==> config.mk <==
export PLATFORM = sky130hd
export DESIGN_NAME = ret_addr_stack
export DESIGN_NICKNAME = d
export VERILOG_FILES = /design/src/rtl/ret_addr_stack_pkg.sv /design/src/rtl/ras_mem.sv /design/src/rtl/ret_addr_stack.sv
export SDC_FILE = /design/constraint.sdc
export NUM_CORES = 1
export LEC_CHECK = 0
export CAP_MARGIN = 15
export CORE_UTILIZATION = 55
export CTS_CLUSTER_SIZE = 28
export DETAILED_ROUTE_END_ITERATION = 12
export GPL_TIMING_DRIVEN = 0
export PLACE_DENSITY = 0.76
export RECOVER_POWER = 25
export SLEW_MARGIN = 20
export SYNTH_ARGS = -nofsm -noshare
export SYNTH_HDL_FRONTEND = slang
export SYNTH_HIERARCHICAL = 1
export SYNTH_SLANG_ARGS = --single-unit
==> constraint.sdc <==
create_clock -name clk -period 5.78 [get_ports clk]
set_clock_uncertainty 0.1 [all_clocks]
set_input_delay 1.156 -clock clk [delete_from_list [all_inputs] [get_ports clk]]
set_output_delay 1.156 -clock clk [all_outputs]
set_load 0.05 [all_outputs]
==> src/rtl/ret_addr_stack_pkg.sv <==
// Shared CPU constants for PC-width logic and the return-address stack operation encoding.
package ret_addr_stack_pkg;

  localparam int unsigned ADDR_W    = 32;
  localparam int unsigned RAS_DEPTH = 8;

  // One decoded action per clock; the priority order is resolved before encoding.
  typedef enum logic [2:0] {
    OpHold,
    OpClear,
    OpPush,
    OpPop,
    OpReplace,
    OpWrap,
    OpDrop
  } ras_op_e;

endpackage

==> src/rtl/ras_mem.sv <==
// DEPTH x AW register file for the return-address stack: one synchronous write port and
// one asynchronous read port, no reset.
module ras_mem #(
  parameter int unsigned DEPTH = 8,
  parameter int unsigned AW    = 32
) (
  input  logic                     clk_i,
  input  logic                     we_i,
  input  logic [$clog2(DEPTH)-1:0] waddr_i,
  input  logic [AW-1:0]            wdata_i,
  input  logic [$clog2(DEPTH)-1:0] raddr_i,
  output logic [AW-1:0]            rdata_o
);

  logic [AW-1:0] mem_q [DEPTH];

  always_ff @(posedge clk_i) begin
    if (we_i) begin
      mem_q[waddr_i] <= wdata_i;
    end
  end

  assign rdata_o = mem_q[raddr_i];

endmodule

==> src/rtl/ret_addr_stack.sv <==
// Return-address stack feeding a predicted return target to the next-PC mux.
// Define RAS_OVERFLOW_WRAP_EN to overwrite the oldest entry on overflow instead of dropping.
module ret_addr_stack
  import ret_addr_stack_pkg::*;
#(
  parameter int unsigned DEPTH = RAS_DEPTH,
  parameter int unsigned AW    = ADDR_W
) (
  input  logic                   clk,
  input  logic                   reset,
  input  logic                   flush,
  input  logic                   push,
  input  logic [AW-1:0]          push_addr,
  input  logic                   pop,
  output logic [AW-1:0]          top_addr,
  output logic                   top_valid,
  output logic [$clog2(DEPTH):0] count,
  output logic                   full
`ifndef RAS_OVERFLOW_WRAP_EN
  ,
  output logic                   overflow_err
`endif
);

  localparam int unsigned SpW  = $clog2(DEPTH);
  localparam int unsigned CntW = SpW + 1;
  localparam logic [CntW-1:0] CntFull = CntW'(DEPTH);

  logic [SpW-1:0]  sp_q, sp_d, sp_top;
  logic [CntW-1:0] count_q, count_d;
  logic            empty, is_full;
  logic            mem_we;
  logic [SpW-1:0]  mem_waddr;
  logic [AW-1:0]   mem_rdata;
  ras_op_e         op;
`ifndef RAS_OVERFLOW_WRAP_EN
  logic            err_q, err_d;
`endif

  assign empty   = (count_q == '0);
  assign is_full = (count_q == CntFull);
  assign sp_top  = sp_q - SpW'(1);

  always_comb begin
    op = OpHold;
    if (reset || flush) begin
      op = OpClear;
    end else if (push && pop && !empty) begin
      op = OpReplace;
    end else if (push && is_full) begin
`ifdef RAS_OVERFLOW_WRAP_EN
      op = OpWrap;
`else
      op = OpDrop;
`endif
    end else if (push) begin
      op = OpPush;
    end else if (pop && !empty) begin
      op = OpPop;
    end
  end

  always_comb begin
    sp_d      = sp_q;
    count_d   = count_q;
    mem_we    = 1'b0;
    mem_waddr = sp_q;
`ifndef RAS_OVERFLOW_WRAP_EN
    err_d     = err_q;
`endif
    unique case (op)
      OpClear: begin
        sp_d    = '0;
        count_d = '0;
`ifndef RAS_OVERFLOW_WRAP_EN
        err_d   = 1'b0;
`endif
      end
      OpPush: begin
        mem_we  = 1'b1;
        sp_d    = sp_q + SpW'(1);
        count_d = count_q + CntW'(1);
      end
      // Circular overwrite: the slot at sp is the oldest entry once full.
      OpWrap: begin
        mem_we = 1'b1;
        sp_d   = sp_q + SpW'(1);
      end
      OpPop: begin
        sp_d    = sp_top;
        count_d = count_q - CntW'(1);
      end
      OpReplace: begin
        mem_we    = 1'b1;
        mem_waddr = sp_top;
      end
      OpDrop: begin
`ifndef RAS_OVERFLOW_WRAP_EN
        err_d = 1'b1;
`endif
      end
      default: begin
      end
    endcase
  end

  always_ff @(posedge clk) begin
    if (reset) begin
      sp_q    <= '0;
      count_q <= '0;
`ifndef RAS_OVERFLOW_WRAP_EN
      err_q   <= 1'b0;
`endif
    end else begin
      sp_q    <= sp_d;
      count_q <= count_d;
`ifndef RAS_OVERFLOW_WRAP_EN
      err_q   <= err_d;
`endif
    end
  end

  ras_mem #(
    .DEPTH(DEPTH),
    .AW   (AW)
  ) u_mem (
    .clk_i  (clk),
    .we_i   (mem_we),
    .waddr_i(mem_waddr),
    .wdata_i(push_addr),
    .raddr_i(sp_top),
    .rdata_o(mem_rdata)
  );

  // Forced to zero when empty so stale or uninitialised storage never leaks out.
  assign top_addr  = empty ? '0 : mem_rdata;
  assign top_valid = !empty;
  assign count     = count_q;
  assign full      = is_full;
`ifndef RAS_OVERFLOW_WRAP_EN
  assign overflow_err = err_q;
`endif

endmodule

==> flow_summary.yaml <==
global_routing:
  antenna_found_initial: 0
  grtUsageTotal_pct: 21.6
  grt_pass1_vias: 5337
  gr-total-overflow: 0
  grt_start_max_net_pins: 21
  grt_pass1_wl_um: 31100
pwr:
  power.total_w: 0.00548
  p_leak_nw: 4.32
  netSwitchingFraction_pct: 30.7
  powerDensity_nw_per_um2: 427
  pwr-share-comb_pct: 30.4
  ir_worst_vdd_uv: 290
  p_int_w: 0.00380
  clkPwrFrac_pct: 29.7
  seqPwrFrac_pct: 39.9
  p_switching_w: 0.00168
setup_path:
  end_kind: "output port"
  r2r_cells: 10
  crit_start: "sp_q[0]"
  r2r-start: "count[0]"
  criticalPathCategory: "reg2out"
  critical_path_arrival_ns: 3.79
  r2r_setup_slack_ns: 2.28
  worstPathRequired_ns: 4.52
  critPathMaxFanout: 10
  crit_end: "top_addr[31]"
  worstSetupStartpointType: "flop"
  rr_endpoint: "u_mem/mem_q[4][7]"
clock_network:
  holdBufCountCts: 0
  clkTransAtPathRegs_ns: 0.06
  clk_latency_ns: 0.52
  htree_levels: 1
  cts_tree: "done"
  cts_root_buffer: "clkbuf_16"
  cts.sinks: 264
  post_cts_buffers: 0
  cts_made_buffers: 27
  cts.repair.resized: 0
  cts_buffer_depth: 3
final_layout:
  regArea_um2: 7850
  layout.nets: 647
  final_layout_size_suffix_gt1_share_pct: 22.4
  multi_input_area_um2: 2670
  fillers: 1176
  syn_to_final_growth_pct: 20.3
  diodes: 0
  fin_cells: 884
logic_synthesis:
  ys_seq_area_share_pct: 73.6
  synth_edf_count: 256
  synth_ff_type: "edfxtp_1"
  yosys-top-cells-area: "edfxtp_1, mux4_1, mux4_2"
  syn_avg_cell_area_um2: 21.9
  yosysUniqueCellTypes: 41
  synthCells: 487
  synthesis.area_um2: 10700
  yosysTopAreaCell: "edfxtp_1"
  syn_nets: 529
  synth_warnings: 6
  synth.top_cell.area_share_pct: 72.1
  synth-seq-cells: 264
  synth-async-reset-ratio_pct: 0
drt:
  drt_pre_antenna_iters: 4
  drc: 0
  drtAntennaViolNets: 0
  viasPerCell: 5.73
  vias: 5065
  drt_iter0_drc: 364
  post_drt_wl_per_cell_um: 23.3
  drt_wl_total_um: 20600
timing:
  final_critical_path_setup_slack_ns: 0.733
  slew_headroom_pct: 49.2
  finalSetupTns_ns: 0
  hold_viol_final: 0
  fin_crit_ns: 5.05
  finalCritPeriodShare_pct: 87.3
  setup_violations: 0
  max_slew.worst_pin.slew_ns: 0.763
  slew_viol_final: 0
  clock.fmax_ghz: 0.198
  holdWs_ns: 0.379
  rsz0062_at_grt: "false"
die:
  num_io_pins: 76
  dieWidth_um: 141
  num_rows: 50
  die_h_um: 141
  start_util_pct: 56.6
  die_area_um2: 20000
  core_area_um2: 18800
place:
  io_buffer_count: 74
  preCtsSetupSlack_ns: 1.17
  gp_congestion: 0.787
  dp.cells: 836
  dp_hpwl_um: 13100
flow_run:
  maxCapViolCount: 0
run_status:
  outcome: "completed"
hold_path:
  hp-start: "overflow_err"
  hold_path_class: "reg2reg"
-- final cells by class --
| class | count | area share [%] |
|---|---|---|
| well taps | 260 | 2.54 |
| clock inverters | 20 | 1.19 |
| flip-flops and latches | 264 | 61.2 |
| plain buffers | 25 | 1.28 |
| multi-input cells | 189 | 20.8 |
| clock buffers | 28 | 5.29 |
| repair buffers | 89 | 7.44 |
| inverters | 9 | 0.263 |
-- logic make-up after synthesis --
family,count (synthesis),synth area share (%)
XOR/XNOR,7,0.575
multiplexers,98,18.5
buffers and inverters,34,1.85
flip-flops,264,73.6
AO/OA/AOI/OAI,13,1.10
adder cells (fa/ha/maj),5,0.657
AND/OR/NAND/NOR,66,3.73
-- flip-flops by register name, summed over array words and instances (netlist names) --
register      flops
u_mem/mem_q     256
count             4
sp_q              3
overflow_err      1
-- worst max-delay path, stage by stage (launching register included) --
cell and delay, ns:
dfxtp_1 0.41, inv_1 0.10, ha_1 0.26, xor2_1 0.15, clkbuf_1 0.44, buf_2 0.38
mux4_2 0.35, mux2_2 0.28, nor2b_1 0.16, clkdlybuf4s50_1 0.74
-- worst min-delay path by stage --
stage                    to  slack (ns)  cells after the start
2_1_floorplan       sp_q[1]        0.40                      1
3_3_place_gp   overflow_err        0.35                      2
3_5_place_dp   overflow_err        0.38                      2
4_1_cts        overflow_err        0.39                      2
5_1_grt        overflow_err        0.44                      2
6_report       overflow_err        0.38                      2
-- metrics by stage --
stage / util, % / instance area, um^2
floorplan: - / 10700
global placement: 62.3 / 11700
detailed placement: 63.7 / 12000
CTS: 68.1 / 12800
global route: 68.1 / 12800
finish: 68.1 / 12800
-- layer usage --
layer  track usage, %  part of all wire [%]  up-vias  wire length, um
li1                 -                     -     2274                -
met4             6.12                   1.7        0              350
met5                0                     0        -                0
met2             38.0                    53      143            10800
met1             28.0                    41     2620             8400
met3             3.23                   4.8       28              989
-- power by group through the flow --
stage	Sequential, W	Combinational [W]	Clock, W
after detailed placement	0.00223	0.00168	0
final	0.00219	0.00166	0.00163
after floorplan	0.00224	0.00114	0
after CTS	0.00219	0.00169	0.00165
after global placement	0.00223	0.00163	0
after global routing	0.00219	0.00176	0.00173
-- synthesized netlist by cell type, drive strengths merged (3+ instances only) --
| cell type | instances |
|---|---|
| nand2b | 3 |
| buf | 19 |
| xnor2 | 5 |
| mux2 | 32 |
| inv | 9 |
| edfxtp | 256 |
| nor2b | 32 |
| dfxtp | 8 |
| nor3 | 3 |
| nand2 | 5 |
| ha | 4 |
| clkbuf | 6 |
| nor2 | 15 |
| mux4 | 64 |
-- cell usage in the layout, fill, tap and decap left out, types with 2 or more instances in the layout --
cell	netlist	layout
edfxtp_1	256	256
clkdlybuf4s50_1	0	55
mux4_1	40	40
nor2b_1	32	32
mux2_2	32	32
clkbuf_16	0	27
mux4_2	24	24
dlygate4sd3_1	0	19
buf_6	8	11
inv_1	9	9
nor2_1	14	8
clkinv_1	0	8
dfxtp_1	8	8
buf_2	7	7
clkinv_2	0	7
clkbuf_1	5	6
nor2_4	0	6
buf_4	0	6
nand2_1	5	5
xnor2_1	5	5
ha_1	4	4
buf_1	4	4
buf_12	0	4
nand2b_1	3	3
xor2_1	2	2
o21ai_0	2	2
a221o_1	2	2
mux2i_1	2	2
bufinv_16	0	2
nor3_2	0	2
buf_16	0	2
Power figures use the tool's default switching activity.
